<file path="config.mk">
export PLATFORM = sky130hd
export DESIGN_NAME = uart_frame_packer
export DESIGN_NICKNAME = d
export VERILOG_FILES = /design/src/rtl/uart_frame_pkg.sv /design/src/rtl/uart_byte_pacer.sv /design/src/rtl/uart_frame_packer.sv
export SDC_FILE = /design/constraint.sdc
export NUM_CORES = 1
export LEC_CHECK = 0
export ABC_AREA = 0
export CORE_ASPECT_RATIO = 0.8
export CORE_UTILIZATION = 50
export CTS_CLUSTER_SIZE = 14
export DETAILED_ROUTE_END_ITERATION = 10
export PLACE_DENSITY = 0.77
export SLEW_MARGIN = 20
export SYNTH_ARGS = -nofsm -noshare
export SYNTH_HDL_FRONTEND = slang
export SYNTH_HIERARCHICAL = 1
export SYNTH_SLANG_ARGS = --single-unit
</file>
<file path="constraint.sdc">
create_clock -name clk_50M -period 3.37 [get_ports clk_50M]
set_input_delay 0.674 -clock clk_50M [delete_from_list [all_inputs] [get_ports clk_50M]]
set_output_delay 0.674 -clock clk_50M [all_outputs]
set_load 0.01 [all_outputs]
</file>
<file path="src/rtl/uart_frame_pkg.sv">
// Shared types and constants for the UART frame packer.
// Holds the frame FSM state encoding, sync bytes and the CRC-8 step used when FRAME_CRC_EN is defined.
package uart_frame_pkg;

    typedef enum logic [2:0] {
        ST_IDLE,
        ST_HDR0,
        ST_HDR1,
        ST_SEQ,
        ST_PAYLOAD,
        ST_CHK,
        ST_DONE
    } frame_state_t;

    localparam logic [7:0] SYNC0     = 8'hA5;
    localparam logic [7:0] SYNC1     = 8'h5A;
    localparam logic [7:0] CRC8_POLY = 8'h07;

    // CRC-8, MSB first, no reflection: fold the whole byte in, then shift out 8 bits.
    function automatic logic [7:0] crc8_step(input logic [7:0] crc, input logic [7:0] data);
        logic [7:0] c;
        c = crc ^ data;
        for (int unsigned i = 0; i < 8; i++) begin
            c = c[7] ? ({c[6:0], 1'b0} ^ CRC8_POLY) : {c[6:0], 1'b0};
        end
        return c;
    endfunction

endpackage

</file>
<file path="src/rtl/uart_byte_pacer.sv">
// Byte pacer for uart_tx: one issue per UART character, never two write strobes back to back.
// holdoff is set on issue and released on the first cycle uart_rdy is seen low.
module uart_byte_pacer (
    input  logic clk,
    input  logic rst,
    input  logic uart_rdy,
    input  logic issue_req,
    output logic issue_ok,
    output logic issue,
    output logic wreq
);

    logic holdoff;

    assign issue_ok = uart_rdy & ~holdoff;
    assign issue    = issue_ok & issue_req;

    always_ff @(posedge clk or posedge rst) begin
        if (rst) begin
            holdoff <= 1'b0;
            wreq    <= 1'b0;
        end else begin
            wreq <= issue;
            if (issue) begin
                holdoff <= 1'b1;
            end else if (!uart_rdy) begin
                holdoff <= 1'b0;
            end
        end
    end

endmodule

</file>
<file path="src/rtl/uart_frame_packer.sv">
// uart_frame_packer: wraps a valid/ready byte stream into A5 5A SEQ payload CHK frames paced by uart_rdy.
// Define FRAME_CRC_EN to make CHK a CRC-8 (poly 0x07) instead of the mod-256 payload sum.
module uart_frame_packer
    import uart_frame_pkg::*;
#(
    parameter int unsigned       N_data    = 8,
    parameter int unsigned       FRAME_LEN = 64,
    parameter logic [N_data-1:0] PAD_BYTE  = '0
) (
    input  logic              clk_50M,
    input  logic              rst,
    input  logic              start,
    input  logic              s_valid,
    input  logic [N_data-1:0] s_data,
    input  logic              s_last,
    output logic              s_ready,
    input  logic              uart_rdy,
    output logic              uart_wreq,
    output logic [N_data-1:0] uart_wdata,
    output logic [7:0]        frame_seq,
    output logic              busy,
    output logic              done
);

    localparam logic [7:0] LAST_SLOT = 8'(FRAME_LEN - 1);

    frame_state_t      state, state_nx;
    logic              issue_req, issue_ok, issue;
    logic [N_data-1:0] tx_byte;
    logic [7:0]        chk, chk_next;
    logic [7:0]        pay_cnt;
    logic              last_seen;

    uart_byte_pacer u_pacer (
        .clk       (clk_50M),
        .rst       (rst),
        .uart_rdy  (uart_rdy),
        .issue_req (issue_req),
        .issue_ok  (issue_ok),
        .issue     (issue),
        .wreq      (uart_wreq)
    );

`ifdef FRAME_CRC_EN
    assign chk_next = crc8_step(chk, 8'(tx_byte));
`else
    assign chk_next = chk + 8'(tx_byte);
`endif

    assign busy = (state != ST_IDLE) && (state != ST_DONE);

    always_comb begin
        state_nx  = state;
        issue_req = 1'b0;
        tx_byte   = '0;
        s_ready   = 1'b0;
        case (state)
            ST_IDLE, ST_DONE: begin
                if (start) state_nx = ST_HDR0;
            end
            ST_HDR0: begin
                issue_req = 1'b1;
                tx_byte   = N_data'(SYNC0);
                if (issue) state_nx = ST_HDR1;
            end
            ST_HDR1: begin
                issue_req = 1'b1;
                tx_byte   = N_data'(SYNC1);
                if (issue) state_nx = ST_SEQ;
            end
            ST_SEQ: begin
                issue_req = 1'b1;
                tx_byte   = N_data'(frame_seq);
                if (issue) state_nx = ST_PAYLOAD;
            end
            ST_PAYLOAD: begin
                // Once s_last is taken, remaining slots become pads and upstream is closed.
                s_ready   = issue_ok & ~last_seen;
                issue_req = last_seen | s_valid;
                tx_byte   = last_seen ? PAD_BYTE : s_data;
                if (issue && (pay_cnt == LAST_SLOT)) state_nx = ST_CHK;
            end
            ST_CHK: begin
                issue_req = 1'b1;
                tx_byte   = N_data'(chk);
                if (issue) state_nx = last_seen ? ST_DONE : ST_HDR0;
            end
            default: state_nx = ST_IDLE;
        endcase
    end

    always_ff @(posedge clk_50M or posedge rst) begin
        if (rst) begin
            state      <= ST_IDLE;
            uart_wdata <= '0;
            frame_seq  <= '0;
            done       <= 1'b0;
            chk        <= '0;
            pay_cnt    <= '0;
            last_seen  <= 1'b0;
        end else begin
            state <= state_nx;
            if (issue) uart_wdata <= tx_byte;

            if (((state == ST_IDLE) || (state == ST_DONE)) && start) begin
                frame_seq <= '0;
                done      <= 1'b0;
                last_seen <= 1'b0;
            end

            if (state == ST_HDR0) begin
                chk     <= '0;
                pay_cnt <= '0;
            end

            if ((state == ST_PAYLOAD) && issue) begin
                pay_cnt <= pay_cnt + 8'd1;
                chk     <= chk_next;
                if (!last_seen && s_last) last_seen <= 1'b1;
            end

            if ((state == ST_CHK) && issue) begin
                frame_seq <= frame_seq + 8'd1;
                if (last_seen) done <= 1'b1;
            end
        end
    end

endmodule

</file>
==> summary.txt, run 1 <==
Total gr overflow: 0
Power Density: 659 nW/um^2
Starting Density: 53.5%
Reg2Reg Setup Slack: 560 ps
Most frequent cell after synthesis: dfrtp_1
Post-cts resize count: 0
Clk_lat worst skew: 300 ps
Tmin final: 2850 ps
Dpl ws: 397 ps
Synth top area share: 42.6%
Syn_nets: 268
Detail Route Antenna Nets: 0
Initial antenna violation count: 0
Slew Viols, Final: 0
Layout area overhead: 21.9%
Cell taking the most area after synthesis: dfrtp_1
H-tree depth: 2
Max Fclk: 0.351 GHz
DRC viols: 0
WP data required: 2700 ps
Layout cells sized above 1: 9.64%
Total Routed Length: 5.26 mm
DR pass1 iterations: 4
Largest net degree at the start of global routing: 38
CP Launch Type: flop
Final setup fails: 0
Post-CTS setup buffer count: 0
Post-placement cell count: 329
Max clock buf depth: 2
Clock root cell: clkbuf_8
Total GRT Usage: 24.2%
CP max FO: 11
Reg clk slew, reported paths: 80 ps
Peak VDD IR: 0.328 mV
Worst Hold Class: flop to flop
CTS Buf Count: 5
CTS Sinks: 39
Final nets: 303
RSZ-0062 raised after global routing: no
Ys async rst share: 100%
I/O Pins: 34
Vias per cell: 5.69
Via count: 1917
Top post-synthesis cells by count: dfrtp_1 (39), o21ai_0 (27), nand2_1 (24)
Data arrival, critical path: 2180 ps
Chip width: 77.7 um
Syn avg cell area: 9.40 sq um
Synth Flop Type: dfrtp_1
Global-route wire length before repair: 9.02 mm
Synth warn: 6
Sum Neg Setup Slack: 0 ps
TritonCTS clock tree: yes
Post-Syn Area: 2290 sq um
Gp weighted congestion: 0.826
Final WS setup: 518 ps
Tcrit/Tclk final: 84.6%
Area contributors post-synth: dfrtp_1 (43%), o21ai_0 (5.9%), ha_1 (4.9%)
Start point of the critical path: state[0]
Sequential fraction of the synthesis area: 42.6%
Routed WL per cell: 15.6 um
Non-Filler Instances: 337
Yosys reg bits: 39
CP Capture Type: primary output
Outcome: finished clean
Max-Cap Viols: 0
First DRT Iteration DRCs: 121
Final setup skew: 9.49 ps
WS Path Type: flop to primary output
Port-buffer cells: 33
Netlist cell types: 48
DIE HEIGHT: 62.6 um
Pleak: 1.24 nW
# diodes: 0
Normalized max-slew margin: 61.4%
Hold Buf Count CTS: 0
Row cnt: 21
Worst Max-Slew Pin Slew: 579 ps
Post-DP HPWL: 3.60 mm
Die ar.: 4860 sq um
Fin. Hold Viols: 0
Cells after Synth: 244
Reg2reg start: state[0]
CORE AREA: 4280 sq um
Number of flops mapped to enable cells by yosys: 0
Number of global-route vias before repair: 1862
Hold_sp: done
-- layer usage --
metal  up-vias  part of all wire (%)  track usage (%)
met1       903                    48             32.9
met3        10                   5.8             5.11
met2        60                    44             36.2
li1        944                     -                -
met4         0                   2.2             12.7
met5         -                     0                0
-- power breakdown --
part           total (W)  switching, W  internal [W]
clock network   0.000356      0.000169      0.000187
logic           0.000854      0.000436      0.000418
registers       0.000631     0.0000829      0.000548
-- metrics by stage --
stage | cell area, sq um | utilization (%) | hold slack [ps] | power, W
floorplan | 2290 | - | 415 | 0.00120
global placement | 2700 | 62.9 | 465 | 0.00146
detailed placement | 2700 | 62.9 | 472 | 0.00148
CTS | 2800 | 65.3 | 484 | 0.00185
global route | 2800 | 65.3 | 514 | 0.00198
finish | 2800 | 65.3 | 488 | 0.00184
-- layout make-up --
class                   count  area (sq um)
inverters                  11          41.3
repair buffers             41           390
flip-flops and latches     39           976
fillers                   365          1490
multi-input cells         181          1220
clock buffers               8           100
well taps                  57          71.3
-- cell families after synthesis --
logic type	after synthesis	share of synthesized area, %
adders and majority gates	10	5.78
buffers and inverters	24	4.42
muxes	10	4.80
AOI/OAI and AO/OA	78	21.3
xor gates and xnor gates	6	2.29
and+or+nand+nor	77	18.9
DFF	39	42.6
-- layout by cell type (no fill, tap or decap), drive strengths merged, types with 2 or more instances in the layout --
master,count
a221o,4
o31ai,2
o211ai,5
a22o,6
a21o,4
mux2,8
and3,3
nor2,8
clkbuf,8
or3,2
o22ai,3
o21a,2
xor2,2
nor4b,2
nand4,2
inv,11
xnor2,4
nor2b,6
nand2b,6
and3b,2
ha,9
o21ai,30
and2b,2
nand2,24
clkdlybuf4s50,33
nor3b,3
dfrtp,39
mux2i,2
buf,8
and2,5
a21oi,17
nand3,9
-- state kept, by name (all words and copies together) (netlist names) --
| name | count |
|---|---|
| chk | 8 |
| done | 1 |
| frame_seq | 8 |
| last_seen | 1 |
| pay_cnt | 8 |
| state | 3 |
| u_pacer/holdoff | 1 |
| u_pacer/wreq | 1 |
| uart_wdata | 8 |
-- critical path, cell delays in order, from the launching register on --
cell and delay, ps:
dfrtp_1 540, nor4b_4 470, buf_4 230, and2_1 120, clkdlybuf4s50_1 520
-- worst paths after layout --
path                                   endpoint  cells after the start
worst min-delay path                       done                      2
min in group asynchronous       u_pacer/holdoff                      2
max in group asynchronous                chk[4]                      3
worst max register to register           chk[7]                      8
worst min register to register             done                      2
worst max-delay path                    s_ready                      4
Power figures use the tool's default switching activity.
==> inputs of run 2 (changes only) <==
==> constraint.sdc (replaced) <==
create_clock -name clk_50M -period 3 [get_ports clk_50M]
set_input_delay 0.6 -clock clk_50M [delete_from_list [all_inputs] [get_ports clk_50M]]
set_output_delay 0.6 -clock clk_50M [all_outputs]
set_load 0.01 [all_outputs]
==> summary.txt, run 2 (synthesis gave the netlist of run 1 again) <==
Outcome: finished clean
Max Fclk: 0.362 GHz
Total Routed Length: 5.18 mm
Total gr overflow: 0
Worst Max-Slew Pin Slew: 492 ps
Tcrit/Tclk final: 92.0%
CP Capture Type: flop
Gp weighted congestion: 0.798
Buf+Inv Stages, Crit Path: 0
Crit path largest cell delay: 560 ps
Routed WL per cell: 15.2 um
Peak VDD IR: 0.412 mV
Port-buffer cells: 33
Largest net degree at the start of global routing: 38
Post-DP HPWL: 3.71 mm
First DRT Iteration DRCs: 132
CP Launch Type: flop
Pleak: 1.26 nW
I/O Pins: 34
Normalized max-slew margin: 67.2%
Final setup skew: 4.33 ps
Chip width: 77.7 um
Final nets: 307
DR pass1 iterations: 4
Clock root cell: clkbuf_8
Tmin final: 2760 ps
Via count: 1931
H-tree depth: 2
# diodes: 0
Layout area overhead: 23.2%
Detail Route Antenna Nets: 0
Most frequent cells in the layout: dfrtp_1 (39), clkdlybuf4s50_1 (33), o21ai_0 (27), nand2_1 (24), a21oi_1 (17)
Post-CTS setup buffer count: 0
Hold Buf Count CTS: 0
Top delay family on crit path: compound AO/OA/AOI/OAI gates
Slew Viols, Final: 0
Number of global-route vias before repair: 1838
WP data required: 3190 ps
Non-Filler Instances: 341
Sum Neg Setup Slack: 0 ps
Layout cells sized above 1: 10.9%
Reg clk slew, reported paths: 80 ps
Finished layout cell area: 2830 sq um
RSZ-0062 raised after global routing: no
Max clock buf depth: 2
Vias per cell: 5.66
Commonest non-fill, non-tap cell in the layout: dfrtp_1
CTS Sinks: 39
Clk_lat worst skew: 300 ps
WS Path Type: flop to flop
Max-Cap Viols: 0
Cells along the critical path: and3b_1 > a221o_1 > ha_1 > a211oi_1 > o211ai_1 > a21o_1 > a31o_1 > mux2_2
CORE AREA: 4280 sq um
Post-cts resize count: 0
Power Density: 740 nW/um^2
Starting Density: 53.5%
Total GRT Usage: 23.6%
Tot Pwr: 0.00209 W
Finished Core Util: 66.0%
Cell area after placement: 2730 sq um
Post-placement cell count: 333
CP max FO: 11
Row cnt: 21
DIE HEIGHT: 62.6 um
Global-route wire length before repair: 8.81 mm
Fin. Hold Viols: 0
Crit-path slowest cell: dfrtp_1
Final setup fails: 0
TritonCTS clock tree: yes
CTS Buf Count: 5
Worst Hold Class: input pin to asynchronous set/reset pin
DRC viols: 0
Initial antenna violation count: 0
Data arrival, critical path: 2950 ps
Die ar.: 4860 sq um
-- run 2: cell types whose count changed in the layout (fill, tap and decap cells not counted) --
cell | before | now
buf_4 | 8 | 12
-- run 2: metal layers --
metal | GRT usage, % | routed length [um]
met1 | 33.2 | 2610
met2 | 35.4 | 2280
met3 | 4.82 | 200
met4 | 9.67 | 93
met5 | 0 | 0
-- run 2: per-stage QoR --
step	hold slack (ps)	setup slack (ps)
3_5_place_dp	467	95.7
6_report	468	239
4_1_cts	468	249
5_1_grt	473	101
3_3_place_gp	467	122
2_1_floorplan	341	299
-- run 2: worst reg2reg max path, stage by stage, from the launching register on --
cell and delay (ps):
dfrtp_1 560, and3b_1 270, a221o_1 430, ha_1 330, a211oi_1 250, o211ai_1 140
a21o_1 210, a31o_1 210, mux2_2 250
-- run 2: final timing paths --
check,endpoint,cells past startpoint,startpoint,slack (ps)
setup / recovery,chk[7],8,state[1],240
hold / removal,u_pacer/wreq,2,rst,470
setup reg to reg,chk[7],8,state[1],240
hold reg to reg,pay_cnt[7],1,pay_cnt[7],470
max in group asynchronous,uart_wdata[1],3,rst,1920
min in group clk_50M,pay_cnt[7],1,pay_cnt[7],470
-- run 2: layout make-up --
type | instances | area (sq um)
repair buffers | 45 | 420
well taps | 57 | 71.3
inverters | 11 | 41.3
multi-input cells | 181 | 1220
flip-flops and latches | 39 | 976
clock buffers | 8 | 100
fillers | 362 | 1460
-- run 2: where the power goes --
part | switching [W] | total (W) | leakage (nW) | internal, W
combinational | 0.000483 | 0.000980 | 0.686 | 0.000497
sequential | 0.0000945 | 0.000710 | 0.527 | 0.000616
clock | 0.000191 | 0.000401 | 0.0515 | 0.000210
==> inputs of run 3 (changes only) <==
--- a/config.mk
+++ b/config.mk
@@ -5,12 +5,13 @@
 export SDC_FILE = /design/constraint.sdc
 export NUM_CORES = 1
 export LEC_CHECK = 0
-export ABC_AREA = 0
+export ABC_AREA = 1
 export CORE_ASPECT_RATIO = 0.8
 export CORE_UTILIZATION = 50
 export CTS_CLUSTER_SIZE = 14
 export DETAILED_ROUTE_END_ITERATION = 10
 export PLACE_DENSITY = 0.77
+export RECOVER_POWER = 50
 export SLEW_MARGIN = 20
 export SYNTH_ARGS = -nofsm -noshare
 export SYNTH_HDL_FRONTEND = slang
==> summary.txt, run 3 <==
Synth Flop Type: dfrtp_1
Crit path largest cell delay: 530 ps
Final nets: 359
CTS Buf Count: 5
Layout area overhead: 21.6%
Post-CTS setup buffer count: 0
First DRT Iteration DRCs: 164
Final setup fails: 0
WP data required: 2400 ps
Clock root cell: clkbuf_8
Top delay family on crit path: buffers and inverters
Routed WL per cell: 14.1 um
Tcrit/Tclk final: 84.2%
Top post-synthesis cells by count: nand2_1 (80), dfrtp_1 (39), inv_1 (31)
Worst Max-Slew Pin Slew: 945 ps
CP Capture Type: primary output
Synth warn: 6
Peak VDD IR: 0.467 mV
Via count: 2174
DRC viols: 0
RSZ-0062 raised after global routing: no
Post-cts resize count: 0
Largest net degree at the start of global routing: 38
Gp weighted congestion: 0.858
Outcome: finished clean
Max clock buf depth: 2
CP max FO: 2
Worst hold stages: 2
Cell taking the most area after synthesis: dfrtp_1
# diodes: 0
H-tree depth: 2
Starting Density: 53.1%
Yosys reg bits: 39
Syn avg cell area: 7.64 sq um
Initial antenna violation count: 0
Compound-Gate Fraction of Synth Area: 15.5%
Sequential fraction of the synthesis area: 43.1%
Cells along the critical path: clkdlybuf4s50_1 > nand2_1 > inv_1 > nand2_1 > nor2_1 > clkdlybuf4s50_1
Largest family of logic cells by synthesized area: simple AND/OR/NAND/NOR gates
Multi-input gate area: 1110 sq um
Normalized max-slew margin: 37.0%
Pleak: 1.36 nW
Post-placement cell count: 385
TritonCTS clock tree: yes
Commonest non-fill, non-tap cell in the layout: nand2_1
Adder-cell share of the synthesized area: 5.86%
I/O Pins: 34
DIE HEIGHT: 62.2 um
Max-Cap Viols: 0
Die ar.: 4800 sq um
Vias per cell: 5.53
Max Fclk: 0.396 GHz
Sum Neg Setup Slack: 0 ps
Ys async rst share: 100%
Number of global-route vias before repair: 1994
Dpl ws: 419 ps
Synth top area share: 43.1%
DR pass1 iterations: 4
Buf+Inv Stages, Crit Path: 3
Number of flops mapped to enable cells by yosys: 0
Register area: 976 sq um
Row cnt: 21
CORE AREA: 4260 sq um
Total GRT Usage: 24.9%
Detail Route Antenna Nets: 0
Final WS setup: 474 ps
Non-Filler Instances: 393
Most frequent cell after synthesis: nand2_1
CP Depth: 6
Most frequent cells in the layout: nand2_1 (80), dfrtp_1 (39), inv_1 (31), nand3_1 (27), clkdlybuf4s50_1 (24)
Crit-path slowest cell: clkdlybuf4s50_1
Area contributors post-synth: dfrtp_1 (43%), nand2_1 (13%), nand3_1 (6.0%)
Total Routed Length: 5.55 mm
Cells after Synth: 296
Final setup skew: 6.72 ps
Worst Hold Class: flop to flop
FF-to-FF path depth: 12
CP Launch Type: input pin
Clk_lat worst skew: 290 ps
Global-route wire length before repair: 9.31 mm
Post-DP HPWL: 4.04 mm
WS Path Type: input pin to primary output
Data arrival, critical path: 1930 ps
Fill count: 389
Reg clk slew, reported paths: 80 ps
Netlist cell types: 30
Chip width: 77.2 um
Slew Viols, Final: 0
Tmin final: 2530 ps
Port-buffer cells: 33
Fin. Hold Viols: 0
Post-Syn Area: 2260 sq um
Layout cells sized above 1: 7.14%
Hold Buf Count CTS: 0
Syn_nets: 320
Total gr overflow: 0
CTS Sinks: 39
Post-Synth XOR/XNOR Area: 0.387%
Power Density: 720 nW/um^2
Synth Area in Simple Gates: 27.4%
Post-synthesis mux area share: 0%
==> run 3: changes by cell type after synthesis, moves of 5 or more <==
cell / delta
a22o_1: -5
clkbuf_1: -8
inv_1: +20
inv_2: +6
mux2_2: -8
nand2_1: +56
nand2b_1: -6
nand3_1: +18
nand4_1: +6
nor2_1: +14
nor2b_1: -6
o21ai_0: -5
==> run 3: kinds of logic after synthesis <==
family / Yosys count
adders and majority gates: 10
AOI/OAI and AO/OA: 60
buffers and inverters: 41
xor gates and xnor gates: 1
and+or+nand+nor: 145
DFF: 39
==> run 3: per-layer routing <==
| metal | global-route usage [%] | wire, um |
|---|---|---|
| met1 | 35.7 | 2630 |
| met2 | 36.4 | 2490 |
| met3 | 5.00 | 344 |
| met4 | 11.1 | 83 |
| met5 | 0 | 0 |
==> run 3: path summary, 6_finish.rpt <==
kind / from / end / slack [ps]
setup / recovery: uart_rdy / s_ready / 470
min in group asynchronous: rst / u_pacer/holdoff / 620
setup reg to reg: state[1] / chk[7] / 480
hold reg to reg: uart_wdata[0] / uart_wdata[0] / 480
max in group asynchronous: rst / frame_seq[2] / 1340
hold / removal: uart_wdata[0] / uart_wdata[0] / 480
==> run 3: per-stage QoR <==
step / power, W / instance area (sq um) / util [%] / hold WS [ps]
final: 0.00198 / 2750 / 64.6 / 480
after global routing: 0.00213 / 2750 / 64.6 / 506
after CTS: 0.00200 / 2750 / 64.7 / 483
after detailed placement: 0.00160 / 2650 / 62.3 / 464
after global placement: 0.00158 / 2650 / 62.3 / 461
after floorplan: 0.00129 / 2260 / - / 341
==> run 3: worst min-delay path, cell delays in order (launching register included) <==
cell and delay, ps:
dfrtp_1 340, nand2_1 50, nand2_1 60
==> run 3: final cells by class <==
type / count / share of cell area (%)
multi-input combinational: 216 / 40.5
sequential: 39 / 35.5
timing repair buffer: 36 / 12.7
inverter: 37 / 5.05
clock buffer: 8 / 3.64
tap: 57 / 2.59
==> run 3: where the power goes <==
group	switching, W	internal (W)
clock	0.000185	0.000210
sequential	0.0000848	0.000622
combinational	0.000559	0.000319
==> edit, RTL diff (config.mk and constraints of run 2) <==
The parameter `N_data` goes from 8 to 7.
--- a/src/rtl/uart_frame_packer.sv
+++ b/src/rtl/uart_frame_packer.sv
@@ -4,5 +4,5 @@
     import uart_frame_pkg::*;
 #(
-    parameter int unsigned       N_data    = 8,
+    parameter int unsigned       N_data    = 7,
     parameter int unsigned       FRAME_LEN = 64,
     parameter logic [N_data-1:0] PAD_BYTE  = '0
Ports: changed (resized s_data and uart_wdata); port bits go from 34 to 32. The function was not compared with the original's and may differ.
==> edit against run 2 <==
- design area is 6.2% lower
- setup slack better by 100 ps
- final cell count is 6.2% lower
- sequential cell count is 2 lower
- synthesized area is 5.2% lower
- power is 9.1% lower
- wire length is 14% lower
- critical path type is now reg -> out
- highest routed layer unchanged
==> edit: results (changes against run 2) <==
metric,value,unit,change
Post-synth ARST share,100,%,unchanged
Die X,75.7,um,-2.6%
family with the most delay on the worst path,buffers and inverters,,
layout cells sized above 1,11.8,%,+0.87 points
largest net degree at the start of global routing,36,,-5.3%
CTS H-tree lvls,2,,unchanged
Worst Path Max Fanout,10,,-1
DRT Wirelength,4.44,mm,-14%
Post-synth top cells,"dfrtp_1 (37), nand2_1 (22), o21ai_0 (19), a21oi_1 (14), inv_1 (12)",,
first-pass GRT wire length,7.41,mm,-16%
clk_skew,4.81,ps,+0.474 ps
met1 usage,31.8,%,-1.4 points
1st-iter DRT viols,79,,-40%
M3 GR Usage,4.98,%,+0.17 points
CP arrival,2060,ps,-890 ps
status,"finished, final reports clean",,
# resized after CTS,0,,unchanged
port bufs,31,,-6.1%
post-DP HPWL,3.24,mm,-13%
Nets,285,,-7.2%
global placement routability congestion,0.832,,+4.2%
Slowest cell on crit path,clkdlybuf4s50_1,,
"CTS clk-pin slew, worst paths",70,ps,
clk buf depth,2,,unchanged
Area contributors post-synth,"dfrtp_1 (43%), ha_1 (4.6%), o21ai_0 (4.4%), nand2_1 (3.8%), a21oi_1 (3.2%)",,
Vias/cell,5.54,,-2.2%
cell count of the worst hold path,1,,
Netlist cell types,48,,unchanged
"slowest stage delay, CP",530,ps,-30 ps
total global-route track usage,21.9,%,-1.7 points
Fillers,343,,-5.2%
Leak,0.00118,uW,-6.6%
cells on worst reg2reg path,8,,unchanged
CTS buffer count,5,,unchanged
register area share after synthesis,42.6,%,about the same
worst slew pin tran,442,ps,-49.9 ps
class of the worst hold path,reg -> reg,,
CP startpoint kind,flip-flop,,
vias in the first global route,1606,,-13%
placed cell areas,0.00256,mm2,-5.9%
syn nets,248,,-7.5%
Worst-Skew Late Latency,280,ps,-20 ps
global routing usage on met2,33.7,%,-1.7 points
Max VDD drop,0.531,mV,+29%
## edit: worst paths after layout
| kind | startpoint | endpoint | slack (ps) |
|---|---|---|---|
| setup / recovery | state[1] | s_ready | 340 |
| hold / removal | frame_seq[7] | frame_seq[7] | 480 |
| setup reg to reg | state[1] | chk[6] | 350 |
| hold reg to reg | frame_seq[7] | frame_seq[7] | 480 |
| max in group asynchronous | rst | chk[4] | 1940 |
| min in group asynchronous | rst | u_pacer/wreq | 500 |
## edit: cell type report
| class | count | area, um2 | share of cell area, % |
|---|---|---|---|
| clock buffer | 7 | 86.3 | 3.26 |
| inverter | 12 | 45.0 | 1.70 |
| multi-input combinational | 166 | 1140 | 42.9 |
| sequential | 37 | 926 | 34.9 |
| tap | 57 | 71.3 | 2.69 |
| timing repair buffer | 41 | 385 | 14.5 |
## edit: kinds of logic (layout without fill, tap and decap cells)
kind of cell / after synthesis / count (layout) / synth area share, %
flip-flops: 37 / 37 / 42.6
adder cells (fa/ha/maj): 9 / 9 / 5.52
multiplexers: 11 / 11 / 5.41
buffers and inverters: 23 / 60 / 5.18
AND/OR/NAND/NOR: 72 / 72 / 19.2
AO/OA/AOI/OAI: 69 / 69 / 20.1
XOR/XNOR: 5 / 5 / 2.01
## edit: per-layer routing
metal,up-vias,wire [um]
li1,885,-
met1,845,2310
met2,40,1930
met3,2,178
met4,0,15
met5,-,0
## edit: where the power goes
| group | internal [uW] | switching (uW) |
|---|---|---|
| Clock | 182 | 160 |
| Sequential | 584 | 95.4 |
| Combinational | 446 | 433 |
## edit: stage by stage
step                      power [uW]  setup slack, ps  hold WS (ps)  cells  utilization [%]
after detailed placement        1560              156           477    313             61.4
after CTS                       1920              334           489    320             63.4
after global placement          1550              247           466    313             61.4
after global routing            2050              180           516    320             63.4
final                           1900              344           481    320             63.4
after floorplan                 1300              537           341    226                -
